==> config.mk <==
export PLATFORM = sky130hd
export DESIGN_NAME = fork_join_ctrl
export DESIGN_NICKNAME = d
export VERILOG_FILES = /design/src/rtl/fork_join_ctrl.sv
export SDC_FILE = /design/constraint.sdc
export NUM_CORES = 1
export LEC_CHECK = 0
export CORE_ASPECT_RATIO = 1.5
export CORE_UTILIZATION = 50
export CTS_CLUSTER_SIZE = 28
export DETAILED_ROUTE_END_ITERATION = 16
export PLACE_DENSITY = 0.75
export SLEW_MARGIN = 40
export SYNTH_ARGS = -nofsm -noshare
export SYNTH_HDL_FRONTEND = slang
export SYNTH_SLANG_ARGS = --single-unit
==> constraint.sdc <==
create_clock -name clk -period 5.91 [get_ports clk]
set_input_delay 1.4775 -clock clk [delete_from_list [all_inputs] [get_ports clk]]
set_output_delay 1.4775 -clock clk [all_outputs]
set_load 0.03 [all_outputs]
==> src/rtl/fork_join_ctrl.sv <==
// Fork/join dispatch controller: launches a set of worker lanes, gathers their
// done pulses and answers with a JOIN_ALL / JOIN_ANY / JOIN_NONE response.
module fork_join_ctrl #(
  parameter int N_LANES     = 3,
  parameter int TIMEOUT_CYC = 64,
  parameter int IDX_W       = (N_LANES > 1) ? $clog2(N_LANES) : 1
) (
  input  logic               clk,
  input  logic               rst,
  input  logic               req_valid,
  output logic               req_ready,
  input  logic [1:0]         req_mode,
  input  logic [N_LANES-1:0] req_mask,
  output logic [N_LANES-1:0] lane_start,
  input  logic [N_LANES-1:0] lane_done,
  output logic [N_LANES-1:0] busy_mask,
  output logic               resp_valid,
  input  logic               resp_ready,
  output logic [N_LANES-1:0] resp_done_mask,
  output logic [IDX_W-1:0]   resp_first_idx,
  output logic               resp_timeout,
  output logic               resp_err
);

  localparam int CNT_W = (TIMEOUT_CYC > 1) ? $clog2(TIMEOUT_CYC) : 1;
  localparam logic [1:0] MODE_ALL  = 2'b00;
  localparam logic [1:0] MODE_ANY  = 2'b01;
  localparam logic [1:0] MODE_NONE = 2'b10;

  typedef enum logic [1:0] {S_IDLE, S_LAUNCH, S_WAIT, S_RESP} state_e;

  state_e             state_q, state_d;
  logic [1:0]         mode_q, mode_d;
  logic [N_LANES-1:0] mask_q, mask_d;
  logic [N_LANES-1:0] coll_q, coll_d;
  logic [CNT_W-1:0]   cnt_q, cnt_d;
  logic               req_ready_q, req_ready_d;
  logic [N_LANES-1:0] lane_start_q, lane_start_d;
  logic [N_LANES-1:0] busy_q, busy_d;
  logic               resp_valid_q, resp_valid_d;
  logic [N_LANES-1:0] resp_done_q, resp_done_d;
  logic [IDX_W-1:0]   resp_idx_q, resp_idx_d;
  logic               resp_to_q, resp_to_d;
  logic               resp_err_q, resp_err_d;

  logic               accept, reject, resp_hs, term, tmo;
  logic [N_LANES-1:0] new_done;

  function automatic logic [IDX_W-1:0] lowest_idx(input logic [N_LANES-1:0] v);
    lowest_idx = '0;
    for (int i = N_LANES - 1; i >= 0; i--) begin
      if (v[i]) lowest_idx = IDX_W'(i);
    end
  endfunction

  assign accept   = (state_q == S_IDLE) && req_valid && req_ready_q;
  assign reject   = (req_mode == 2'b11) || ((req_mask & busy_q) != '0);
  assign resp_hs  = resp_valid_q && resp_ready;
  // Only lanes of this request that are still running may count as completions.
  assign new_done = lane_done & mask_q & busy_q;
  assign tmo      = (TIMEOUT_CYC != 0) && (32'(cnt_q) == 32'(TIMEOUT_CYC - 1));

  always_comb begin
    term = 1'b0;
    if (state_q == S_WAIT) begin
      if (mode_q == MODE_ANY) term = |new_done;
      else                    term = ((coll_q | new_done) == mask_q);
    end
  end

  always_ff @(posedge clk) begin
    if (rst) begin
      state_q      <= S_IDLE;
      mode_q       <= MODE_ALL;
      mask_q       <= '0;
      coll_q       <= '0;
      cnt_q        <= '0;
      req_ready_q  <= 1'b0;
      lane_start_q <= '0;
      busy_q       <= '0;
      resp_valid_q <= 1'b0;
      resp_done_q  <= '0;
      resp_idx_q   <= '0;
      resp_to_q    <= 1'b0;
      resp_err_q   <= 1'b0;
    end else begin
      state_q      <= state_d;
      mode_q       <= mode_d;
      mask_q       <= mask_d;
      coll_q       <= coll_d;
      cnt_q        <= cnt_d;
      req_ready_q  <= req_ready_d;
      lane_start_q <= lane_start_d;
      busy_q       <= busy_d;
      resp_valid_q <= resp_valid_d;
      resp_done_q  <= resp_done_d;
      resp_idx_q   <= resp_idx_d;
      resp_to_q    <= resp_to_d;
      resp_err_q   <= resp_err_d;
    end
  end

  always_comb begin
    state_d = state_q;
    case (state_q)
      S_IDLE:   if (accept) state_d = reject ? S_RESP : S_LAUNCH;
      S_LAUNCH: state_d = ((mode_q == MODE_NONE) || (mask_q == '0)) ? S_RESP : S_WAIT;
      S_WAIT:   if (term || tmo) state_d = S_RESP;
      S_RESP:   if (resp_hs) state_d = S_IDLE;
      default:  state_d = S_IDLE;
    endcase
  end

  always_comb begin
    mode_d       = mode_q;
    mask_d       = mask_q;
    coll_d       = coll_q;
    cnt_d        = cnt_q;
    lane_start_d = '0;
    busy_d       = busy_q & ~lane_done;
    resp_valid_d = resp_valid_q;
    resp_done_d  = resp_done_q;
    resp_idx_d   = resp_idx_q;
    resp_to_d    = resp_to_q;
    resp_err_d   = resp_err_q;
    req_ready_d  = (state_d == S_IDLE);
    case (state_q)
      S_IDLE: begin
        if (accept) begin
          if (reject) begin
            resp_valid_d = 1'b1;
            resp_err_d   = 1'b1;
            resp_done_d  = '0;
            resp_idx_d   = '0;
            resp_to_d    = 1'b0;
          end else begin
            mode_d       = req_mode;
            mask_d       = req_mask;
            coll_d       = '0;
            lane_start_d = req_mask;
          end
        end
      end
      S_LAUNCH: begin
        // OR-ing after the clear drops done pulses on lanes starting this cycle.
        busy_d = (busy_q & ~lane_done) | mask_q;
        cnt_d  = '0;
        if ((mode_q == MODE_NONE) || (mask_q == '0)) begin
          resp_valid_d = 1'b1;
          resp_done_d  = '0;
          resp_idx_d   = '0;
          resp_to_d    = 1'b0;
          resp_err_d   = 1'b0;
        end
      end
      S_WAIT: begin
        coll_d = coll_q | new_done;
        cnt_d  = cnt_q + CNT_W'(1);
        if (term || tmo) begin
          resp_valid_d = 1'b1;
          resp_done_d  = coll_q | new_done;
          resp_idx_d   = (term && (mode_q == MODE_ANY)) ? lowest_idx(new_done) : '0;
          resp_to_d    = !term;
          resp_err_d   = 1'b0;
        end
      end
      S_RESP: begin
        if (resp_hs) begin
          resp_valid_d = 1'b0;
          resp_done_d  = '0;
          resp_idx_d   = '0;
          resp_to_d    = 1'b0;
          resp_err_d   = 1'b0;
        end
      end
      default: ;
    endcase
  end

  assign req_ready      = req_ready_q;
  assign lane_start     = lane_start_q;
  assign busy_mask      = busy_q;
  assign resp_valid     = resp_valid_q;
  assign resp_done_mask = resp_done_q;
  assign resp_first_idx = resp_idx_q;
  assign resp_timeout   = resp_to_q;
  assign resp_err       = resp_err_q;

endmodule
==> flow_summary.toml <==
[setup_path]
reg2reg_from = "state_q[0]"
arrival_ps = 3430
path_cells = "clkdlybuf4s50_1, nand2_1, a32o_1, o41a_1, a31oi_4, mux2_4"
critPathTopFamily = "compound AO/OA/AOI/OAI gates"
crit_required_ps = 6080
cp-end-kind = "flip-flop"
ff2ff_path_depth = 7
r2r_end = "resp_valid"
cp-start-kind = "input pin"
crit_fanout = 4
r2r_slack_ps = 3530
slowest_stage = "o41a_1"
crit_buf_inv = 1
max_stage_delay_ps = 510
critical_path_class = "input pin to flip-flop"

[power_and_ir_drop]
power_density_nw_per_um2 = 338
p_leak_nw = 0.738
ir_worst_vdd_mv = 0.256
p_total_mw = 0.633

[drt]
wl_per_cell_um = 14.6
firstDrtPassIters = 4
drc = 0
ant_nets = 0
drt_iter0_markers = 36
routed_wl_mm = 3.42
via_count = 1289
routed_via_density = 5.51

[synthesis]
synth.avg_cell_area_um2 = 8.88
ys_seq_elements = 31
yosys_warnings = 0
dominantRegCellSynth = "dfxtp_1"
synth_fp_nets = 184
seq_area_frac_synth = 0.419
syn-cell-area_um2 = 1480
async_flop_share = 0
synthDistinctLibCells = 38
synth_edf_count = 0
syn_inst = 167

[clock_tree]
clk_pin_slew_ps = 60
clock_path_buffers = 2
cts_setup_buffers = 0
cts_hold_buffers = 0
cts_max_level = 2
clk_latency_ps = 290
cts_tree = "built"
cts-root-buf = "clkbuf_8"
cts_resized = 0
cts_buffers = 5
cts.sinks = 31

[grt]
grt_max_degree = 22
grt.overflow.total = 0
grt_pass1_wl_mm = 5.58
grt_pass1_vias = 1288
antenna_found_initial = 0
track_usage = 0.254

[floorplan]
dieWidth_um = 46.5
dieArea_um2 = 3190
fp.dieH_um = 68.7
num_io_pins = 27
core_area_um2 = 2730
fp-row-count = 23
initial_core_util = 0.542

[cells_and_area]
multiInputGateArea_um2 = 813
syn2layout_area_growth_pct = 26.4
drive_above_1_share = 0.0609
finalCoreUtilization = 0.686
final_cells = 234
diodes = 0
num-fill-cells = 232
final_area_um2 = 1870
regArea_um2 = 621
fin_nets = 213

[placement]
port-buffer-count = 26
place.gp.congestion = 0.846
placed_cell_area_um2 = 1770
place_inst = 226
dp_slack_ps = 2380
hpwlAfterDp_mm = 2.59

[timing]
finalWorstSetupSlack_ps = 2660
max_freq_mhz = 307
worst-slew-pin-transition_ps = 729
final.min_clock_period_ps = 3250
holdWs_ps = 465
setup_viol = 0
relSlewSlack = 0.513
tns_ps = 0
skew_ps = 4.91
slew_violations = 0
rsz0062_at_grt = "false"
finalCritPeriodShare = 0.550
finalHoldViolations = 0

[worst_hold_path]
whs_path_depth = 2
hp-start = "resp_first_idx[0]"
hold_class = "flip-flop to flip-flop"
hold_end = "resp_first_idx[0]"

[run]
cap_violations = 0

[run_status]
status = "completed"
==> worst reg2reg max path, delay by kind of cell (launching register included) <==
family,cells,cell delay [ps]
and+or+nand+nor,1,250
AOI/OAI and AO/OA,3,930
buffers and inverters,1,100
muxes,1,330
adders and majority gates,1,290
DFF,1,370
==> cell usage after synthesis (3+ instances only) <==
library cell,number,share of area
nor2_1,14,0.035
clkbuf_1,4,0.010
a21oi_1,13,0.044
nand4_1,3,0.013
and3_1,4,0.017
nand3_1,4,0.014
nor3_1,5,0.017
ha_1,5,0.042
mux2i_1,11,0.074
o211ai_1,3,0.015
inv_1,9,0.023
nand2_1,16,0.041
xor2_1,3,0.018
dfxtp_1,31,0.42
o21ai_0,4,0.014
nor2b_1,4,0.017
nand2b_1,6,0.025
and2_1,3,0.013
==> report_power, final <==
group	internal [mW]	leakage, nW	switching (mW)
Sequential	0.227	0.251	0.0149
Clock	0.106	0.0515	0.0747
Combinational	0.0928	0.436	0.118
Total	0.425	0.738	0.208
==> layout by cell type, fill, tap and decap left out, types with 5 or more instances in the layout <==
| master | n |
|---|---|
| mux2i_1 | 11 |
| a21oi_1 | 13 |
| inv_1 | 9 |
| clkbuf_8 | 7 |
| nor2_1 | 14 |
| dfxtp_1 | 31 |
| ha_1 | 5 |
| nor3_1 | 5 |
| nand2_1 | 16 |
| nand2b_1 | 6 |
| clkdlybuf4s50_1 | 26 |
==> layout make-up <==
class / count / share of cell area
Clock buffer: 8 / 0.0534
Inverter: 9 / 0.0180
Tap cell: 37 / 0.0247
Multi-Input combinational cell: 123 / 0.434
Sequential cell: 31 / 0.331
Timing Repair Buffer: 26 / 0.139
==> layer usage <==
metal  track usage  share of wire
met5             0              0
met3        0.0547          0.037
met1         0.257           0.38
met4         0.143          0.028
met2         0.457           0.55
==> worst max path at each step <==
| stage | end | depth (start not counted) | from | slack, ps |
|---|---|---|---|---|
| after CTS | resp_valid | 6 | lane_done[1] | 2670 |
| after floorplan | resp_valid | 5 | lane_done[1] | 2970 |
| after global routing | resp_valid | 6 | lane_done[1] | 2600 |
| final | resp_valid | 6 | lane_done[1] | 2660 |
| after global placement | resp_valid | 6 | lane_done[1] | 2420 |
| after detailed placement | resp_valid | 6 | lane_done[1] | 2380 |
==> cells by family (layout without fill, tap and decap cells) <==
family                     after synthesis  in the layout  share of synthesized area
DFF                                     31             31                      0.419
xor gates and xnor gates                 3              3                     0.0177
buffers and inverters                   13             43                     0.0329
and+or+nand+nor                         65             65                      0.221
adders and majority gates                5              5                     0.0422
AOI/OAI and AO/OA                       38             38                      0.183
muxes                                   12             12                     0.0844
==> state kept, by name, summed over array words and instances (netlist names) <==
| signal | flops |
|---|---|
| cnt_q | 6 |
| busy_mask | 3 |
| coll_q | 3 |
| lane_start | 3 |
| mask_q | 3 |
| resp_done_mask | 3 |
| mode_q | 2 |
| resp_first_idx | 2 |
| state_q | 2 |
| req_ready | 1 |
| resp_err | 1 |
| resp_timeout | 1 |
| resp_valid | 1 |
No activity file was read; power rests on OpenSTA's default activity.
